[config.mk]
export PLATFORM = sky130hd
export DESIGN_NAME = audio_noise_reducer
export DESIGN_NICKNAME = d
export VERILOG_FILES = /design/src/rtl/audio_noise_reducer.sv
export SDC_FILE = /design/constraint.sdc
export NUM_CORES = 1
export LEC_CHECK = 0
export BUFFER_PORTS_ARGS = -buffer_cell sky130_fd_sc_hd__buf_2
export CAP_MARGIN = 10
export CORE_MARGIN = 1.5
export CORE_UTILIZATION = 59
export DETAILED_ROUTE_END_ITERATION = 8
export GPL_TIMING_DRIVEN = 0
export PLACE_DENSITY_LB_ADDON = 0.15
export SETUP_SLACK_MARGIN = 0.02
export SLEW_MARGIN = 10
export SYNTH_ARGS = -nofsm -noshare
export SYNTH_HDL_FRONTEND = slang
export SYNTH_SLANG_ARGS = --single-unit
export TNS_END_PERCENT = 100
[constraint.sdc]
create_clock -name CLK -period 6.2 [get_ports CLK]
set_input_delay 1.24 -clock CLK [delete_from_list [all_inputs] [get_ports CLK]]
set_output_delay 1.24 -clock CLK [all_outputs]
set_load 0.005 [all_outputs]
[src/rtl/audio_noise_reducer.sv]
// Streaming PCM denoiser: N-tap moving average followed by a noise gate
// with hold time. One sample per in_valid strobe, fixed 2-cycle latency.
//
// Ports:
//   CLK        rising-edge clock
//   RST        synchronous active-high reset
//   in_valid   audio_in carries a new sample
//   audio_in   16-bit signed sample
//   bypass     emit the delayed raw sample instead of the processed one
//   out_valid  single-cycle pulse, audio_out updated
//   audio_out  16-bit signed output sample
//   gate_open  gate is OPEN or HOLD
module audio_noise_reducer #(
    parameter int LOG2_TAPS    = 3,
    parameter int GATE_THRESH  = 256,
    parameter int HOLD_SAMPLES = 64
) (
    input  logic               CLK,
    input  logic               RST,
    input  logic               in_valid,
    input  logic signed [15:0] audio_in,
    input  logic               bypass,
    output logic               out_valid,
    output logic signed [15:0] audio_out,
    output logic               gate_open
);

    localparam int N  = 1 << LOG2_TAPS;
    localparam int SW = 16 + LOG2_TAPS;
    localparam int HW = (HOLD_SAMPLES > 1) ? $clog2(HOLD_SAMPLES) : 1;

    localparam logic [14:0]   THR       = 15'(GATE_THRESH);
    localparam logic [HW-1:0] HOLD_INIT = HW'(HOLD_SAMPLES - 1);

    typedef enum logic [1:0] {
        CLOSED,
        OPEN,
        HOLD
    } gate_t;

    // Stage 1 state
    logic signed [15:0]    tap [N];
    logic [LOG2_TAPS-1:0]  wr_ptr;
    logic signed [SW-1:0]  sum_q;
    logic signed [15:0]    raw_q;
    logic                  byp_q;
    logic                  v1;

    // Gate state
    gate_t                 state_q, state_d;
    logic [HW-1:0]         cnt_q, cnt_d;

    // Stage 2 combinational values
    logic signed [15:0]    avg;
    logic signed [15:0]    neg;
    logic [14:0]           mag;
    logic                  above;
    logic signed [15:0]    sel;

    logic signed [SW-1:0]  in_ext;
    logic signed [SW-1:0]  old_ext;

    assign in_ext  = {{LOG2_TAPS{audio_in[15]}}, audio_in};
    assign old_ext = {{LOG2_TAPS{tap[wr_ptr][15]}}, tap[wr_ptr]};

    always_ff @(posedge CLK) begin
        if (RST) begin
            for (int i = 0; i < N; i++) begin
                tap[i] <= '0;
            end
            wr_ptr <= '0;
            sum_q  <= '0;
            raw_q  <= '0;
            byp_q  <= 1'b0;
            v1     <= 1'b0;
        end else begin
            v1 <= in_valid;
            if (in_valid) begin
                sum_q       <= sum_q + in_ext - old_ext;
                tap[wr_ptr] <= audio_in;
                wr_ptr      <= wr_ptr + 1'b1;
                raw_q       <= audio_in;
                byp_q       <= bypass;
            end
        end
    end

    // The divided sum of N 16-bit samples always fits back into 16 bits.
    assign avg = 16'(sum_q >>> LOG2_TAPS);
    assign neg = -avg;

    always_comb begin
        mag = avg[14:0];
        if (avg == 16'sh8000) begin
            mag = 15'h7fff;
        end else if (avg[15]) begin
            mag = neg[14:0];
        end
    end

    assign above = (mag >= THR);

    always_comb begin
        state_d = state_q;
        cnt_d   = cnt_q;
        unique case (state_q)
            CLOSED: begin
                if (above) begin
                    state_d = OPEN;
                end
            end
            OPEN: begin
                if (!above) begin
                    state_d = HOLD;
                    cnt_d   = HOLD_INIT;
                end
            end
            HOLD: begin
                if (above) begin
                    state_d = OPEN;
                end else if (cnt_q == '0) begin
                    state_d = CLOSED;
                end else begin
                    cnt_d = cnt_q - 1'b1;
                end
            end
            default: begin
                state_d = CLOSED;
            end
        endcase
    end

    always_comb begin
        sel = avg;
        if (byp_q) begin
            sel = raw_q;
        end else if (state_d == CLOSED) begin
            sel = '0;
        end
    end

    always_ff @(posedge CLK) begin
        if (RST) begin
            state_q   <= CLOSED;
            cnt_q     <= '0;
            out_valid <= 1'b0;
            audio_out <= '0;
            gate_open <= 1'b0;
        end else begin
            out_valid <= v1;
            if (v1) begin
                state_q   <= state_d;
                cnt_q     <= cnt_d;
                audio_out <= sel;
                gate_open <= (state_d != CLOSED);
            end
        end
    end

endmodule

==> results of run 1 <==
state kept, by name (all words and copies together), names as in the netlist, named ones only:
name / count
sum_q: 19
state_q: 2
v1: 1
gate_open: 1
audio_out: 16
byp_q: 1
tap: 128
cnt_q: 6
raw_q: 16
wr_ptr: 3
out_valid: 1
logic make-up after synthesis:
family | count (synthesis)
AO/OA/AOI/OAI | 116
AND/OR/NAND/NOR | 313
buffers and inverters | 137
XOR/XNOR | 12
adder cells (fa/ha/maj) | 42
multiplexers | 75
flip-flops | 197
tightest hold or removal path, cell delays in order (launching register included):
cell and delay [ps]:
dfxtp_1 310, nor2_1 80, a211oi_1 50
area by class of cell:
type	instances	area share, %
well taps	220	2.481
plain buffers	59	2.131
flip-flops and latches	197	47.09
clock buffers	19	3.901
clock inverters	13	1.082
inverters	78	2.638
multi-input cells	558	39.01
repair buffers	37	1.669
metal layers:
metal  share of wire (%)  track usage, %  vias to the layer above
met1                  40           36.53                     3548
met4                 2.1           8.877                        0
met3                 6.1           5.137                       37
li1                    -               -                     3351
met2                  52           52.12                      251
met5                   0               0                        -
path summary, 6_finish.rpt:
check                                  to  depth (start not counted)      from
worst max-delay path            sum_q[18]                         16      flop
worst min-delay path             sum_q[1]                          2  sum_q[1]
worst max register to register  sum_q[18]                         16      flop
worst min register to register   sum_q[1]                          2  sum_q[1]
report_power, final:
group | switching (mW) | total, mW | internal, mW
clock | 0.507 | 1.07 | 0.561
combinational | 0.854 | 1.46 | 0.608
sequential | 0.0886 | 1.60 | 1.51
placed cells by master, fill, tap and decap left out, types with 8 or more instances in the layout:
cell type,n
edfxtp_1,128
nor3_1,104
dfxtp_1,69
inv_1,63
nor2_1,58
clkbuf_1,46
a21oi_1,43
nand2_1,41
buf_2,40
mux4_2,32
nor4_1,30
mux2i_1,26
ha_1,24
nor2b_1,22
o21ai_1,21
clkinv_1,18
fa_1,18
clkbuf_16,17
mux2_2,15
or2_2,11
and2_1,11
buf_1,10
o21ai_0,10
a211oi_1,8
==> impl_metrics.ini, run 1 <==
[run_status]
outcome = complete, no violations

[die]
io_pins = 38
die_x_um = 133.7
row_count = 47
dieArea_mm2 = 0.01788
start_util_pct = 60.59
fp.dieH_um = 133.7
core-area_mm2 = 0.01664

[placement]
io_buffer_count = 37
dpl-instance-area_mm2 = 0.01054
dp_cells = 1149
dp_slack_ps = 1470
place_hpwl_um = 18330
gp_congestion = 0.8608

[synthesis]
async_flop_share_pct = 0
synthAdderAreaFrac_pct = 6.552
synth-simple-area-share_pct = 15.96
synthXorXnorAreaFrac_pct = 1.042
yosysTopAreaCell = edfxtp_1
synthMuxAreaShare_pct = 11.70
synth_seq_area_share_pct = 51.82
yosysUniqueCellTypes = 60
synth_edf_count = 128
mappedNetlistArea_mm2 = 0.01008
yosysTopAreaCellShare_pct = 38.12
synth_compound_area_share_pct = 7.681
ys_top_cells_by_count = edfxtp_1 (128), nor3_1 (104), dfxtp_1 (69), inv_1 (63), nor2_1 (58)
synth_seq_cells = 197
ys.flop_type = edfxtp_1
synth.area.top_cells = edfxtp_1 (38%), dfxtp_1 (14%), mux4_2 (7.1%)
synth.most_common_cell = edfxtp_1
synth_top_family_by_area = simple AND/OR/NAND/NOR gates
synth_warnings = 0
avgSynthCellArea_um2 = 11.30
synth_nets = 954
netlist_instances = 892

[final_layout]
n_fill_cell = 1269
antenna_cells = 0
fin_cells = 1181
syn2layout_area_growth_pct = 10.05
drive_above_1_share_pct = 14.98
final_core_util_pct = 66.68
post-route-cell-area_mm2 = 0.01110
multi_input_area_mm2 = 0.004329
final_net_count = 1010
seq_area_mm2 = 0.005225

[routing]
drt_iter0_drc = 494
dr.pass1.iters = 5
vias_per_cell = 6.086
drtAntennaViolNets = 0
wl_um = 24600
drcViolationCount = 0
vias = 7187
avgRoutedWirePerCell_um = 20.83

[timing]
hold_violations = 0
fmax_mhz = 208.8
finClkSkew_ps = 7.970
final.period_utilization_pct = 77.25
tightest_slew_ps = 866.5
hold_ws_ps = 484.4
slew_viol_final = 0
rsz0062_at_grt = false
setup_viol = 0
tns_ps = 0
period_needed_ps = 4790
final.setup.worst_slack_ps = 1410
max_slew_margin_pct = 42.23

[grt]
grt_use_total_pct = 29.29
grt_pass1_vias = 7256
antenna_found_initial = 0
grt_max_degree = 18
gr-total-overflow = 0
grt_pass1_wl_um = 39310

[setup_path]
worstSetupPathType = flop to flop
crit_fanout = 10
critical_path_required_ps = 6520
critPathMaxStageDelay_ps = 550
cp-end-kind = flop
critical-path-top-delay-family = multiplexers
startpoint_type = flop
cp_cell_sequence = clkbuf_1 -> buf_2 -> mux4_2 -> mux2_2 -> ha_1 -> inv_1 -> ha_1 -> inv_1 -> fa_1 -> and2b_4 -> o221ai_2 -> a21oi_2 -> o41ai_4 -> o21ai_2 -> mux2_4 -> mux2_4
arrival_ps = 5110
path_buf_inv = 4
r2r_slack_ps = 1410
cpMaxStageDelayCell = mux4_2

[cts]
root_buffer = clkbuf_16
path_clk_slew_ps = 70
clock-sinks = 197
hold_buffers = 0
cts_buffer_depth = 2
cts_setup_buffers = 0
cts_tree = done
clk_latency_ps = 440
cts_buffers = 17
cts-htree-levels = 4
ctsResizeCount = 0

[flow_run]
cap_violations = 0

[hold_path]
hold_class = flop to flop

[power]
peakVddDrop_v = 0.0002489
powerDensity_mw_per_mm2 = 371.9
p_leak_nw = 4.105
power_mw = 4.127
Note: power is estimated with default switching activity, not from simulation.
==> inputs of run 2 (changes only) <==
==> constraint.sdc (replaced) <==
create_clock -name CLK -period 4.78 [get_ports CLK]
set_input_delay 0.956 -clock CLK [delete_from_list [all_inputs] [get_ports CLK]]
set_output_delay 0.956 -clock CLK [all_outputs]
set_load 0.005 [all_outputs]
==> run 2 against run 1 <==
  * Register-to-register slack got worse by 1200 ps
  * Non-clock buffer count decreased by 1
  * Design area about the same
  * Count of clock-buffer cells in the layout unchanged
  * Global-route usage unchanged
  * Final cell count about the same
  * Combinational power increased by 29%
  * Worst hold slack about the same
  * Die area unchanged
  * Power increased by 30%
  * Clock power increased by 29%
  * Via count decreased by 0.40%
  * Critical endpoint unchanged
  * Largest power group unchanged
==> impl_metrics.ini, run 2 (same netlist as run 1, synthesis figures left out) <==
[hold_path]
hold_end = sum_q[1]
hold_class = flop to flop
min_from = sum_q[1]
holdPathStages = 2

[run_status]
outcome = complete, no violations

[placement]
io_buffer_count = 37
place_hpwl_um = 18330
gp_congestion = 0.8608
dp_slack_ps = 50.07
dp_cells = 1149

[setup_path]
worstSetupPathType = flop to flop
rr_worst_depth = 12
critical_path_required_ps = 5100
r2r_slack_ps = 230
critPathMaxStageDelay_ps = 510
startpoint_type = flop
arrival_ps = 4870
cp_cell_sequence = clkbuf_1 -> mux4_2 -> mux2_2 -> fa_1 -> fa_1 -> and2b_4 -> o221ai_2 -> a21oi_2 -> o41ai_4 -> o21ai_2 -> mux2_4 -> mux2_4
cp-end-kind = flop
crit_fanout = 10
cpMaxStageDelayCell = clkbuf_1
reg2reg_to = sum_q[18]

[grt]
grt_max_degree = 18
antenna_found_initial = 0
grt_pass1_vias = 7256
grt_pass1_wl_um = 39310
gr-total-overflow = 0
grt_use_total_pct = 29.29

[cts]
cts_buffers = 17
cts_buffer_depth = 2
clock-sinks = 197
clk_latency_ps = 440
root_buffer = clkbuf_16
cts-htree-levels = 4
cts_tree = done
hold_buffers = 0
path_clk_slew_ps = 70

[timing]
final.setup.worst_slack_ps = 233.4
slew_viol_final = 0
fmax_mhz = 219.9
finClkSkew_ps = 9.179
tightest_slew_ps = 861.1
period_needed_ps = 4547
setup_viol = 0
final.period_utilization_pct = 95.12
max_slew_margin_pct = 42.59
hold_violations = 0
rsz0062_at_grt = false
tns_ps = 0

[die]
start_util_pct = 60.59
fp.dieH_um = 133.7
row_count = 47
core-area_mm2 = 0.01664
io_pins = 38
die_x_um = 133.7
dieArea_mm2 = 0.01788

[final_layout]
mostFrequentLayoutCell = edfxtp_1
n_fill_cell = 1267
largestRegisters = tap x128, sum_q x19
drive_above_1_share_pct = 15.10
multi_input_area_mm2 = 0.004329
antenna_cells = 0
largest_register = tap
final_core_util_pct = 66.69
largest_reg_flops = 128
syn2layout_area_growth_pct = 10.08
final_cell_mix = edfxtp_1 (128), nor3_1 (104), dfxtp_1 (69)
fin_cells = 1180
seq_area_mm2 = 0.005225
final_net_count = 1009

[routing]
drcViolationCount = 0
drt_iter0_drc = 495
met3WireLength_um = 1343
dr.pass1.iters = 5
wl_met1_um = 10100
drtAntennaViolNets = 0
vias_per_cell = 6.066
met2_length_um = 12760
vias = 7158
wl_um = 24670
avgRoutedWirePerCell_um = 20.91
top_layer_used = met4

[flow_run]
cap_violations = 0

[power]
powerDensity_mw_per_mm2 = 482.2
peakVddDrop_v = 0.0003200
p_leak_nw = 4.108
run 2: cell count changes in the layout (fill, tap and decap cells not counted), sizes merged:
cell | previous run | this run
clkbuf | 63 | 62
run 2: metrics by stage:
stage | cell area, um^2 | hold WS (ps) | total power, mW
final | 11100 | 484.4 | 5.352
after global routing | 11100 | 515.0 | 5.660
after CTS | 11100 | 483.2 | 5.344
after detailed placement | 10540 | 476.1 | 3.972
after global placement | 10540 | 465.6 | 3.927
after floorplan | 10080 | 440.3 | 3.549
run 2: area by class of cell:
| cell class | instances | area share, % |
|---|---|---|
| well taps | 220 | 2.480 |
| plain buffers | 58 | 2.153 |
| clock buffers | 19 | 3.900 |
| flip-flops and latches | 197 | 47.07 |
| inverters | 78 | 2.638 |
| repair buffers | 37 | 1.668 |
| multi-input cells | 558 | 39.00 |
| clock inverters | 13 | 1.082 |
run 2: where the power goes:
| part | leakage, nW | switching [mW] | total (mW) | internal, mW |
|---|---|---|---|---|
| combinational | 1.95 | 1.11 | 1.89 | 0.789 |
| sequential | 1.89 | 0.117 | 2.07 | 1.96 |
| clock | 0.270 | 0.655 | 1.38 | 0.728 |
| total | 4.11 | 1.88 | 5.35 | 3.47 |
run 2: routing by layer:
metal / up-vias / track usage [%]
li1: 3345 / -
met1: 3538 / 36.53
met2: 238 / 52.12
met3: 37 / 5.137
met4: 0 / 8.877
met5: - / 0
run 2: worst max-delay path: cells and delay by family (launching register included):
kind	cells	cell delay (ps)
mux	4	1350
fa+ha+maj	2	940
buf+inv	1	510
compound gates	4	870
flops	1	480
simple gates	1	280
run 2: worst max path at each step:
stage	depth (start not counted)	start	endpoint	slack, ps
6_report	12	flop	sum_q[18]	230
5_1_grt	12	flop	sum_q[18]	70
4_1_cts	16	flop	sum_q[18]	20
3_5_place_dp	16	flop	sum_q[18]	50
3_3_place_gp	13	flop	sum_q[18]	80
2_1_floorplan	14	flop	sum_q[18]	650
run 2: repair_timing:
action                     CTS  global route
setup endpoints to repair    0             3
resized for setup            0             6
buffers inserted             0             0
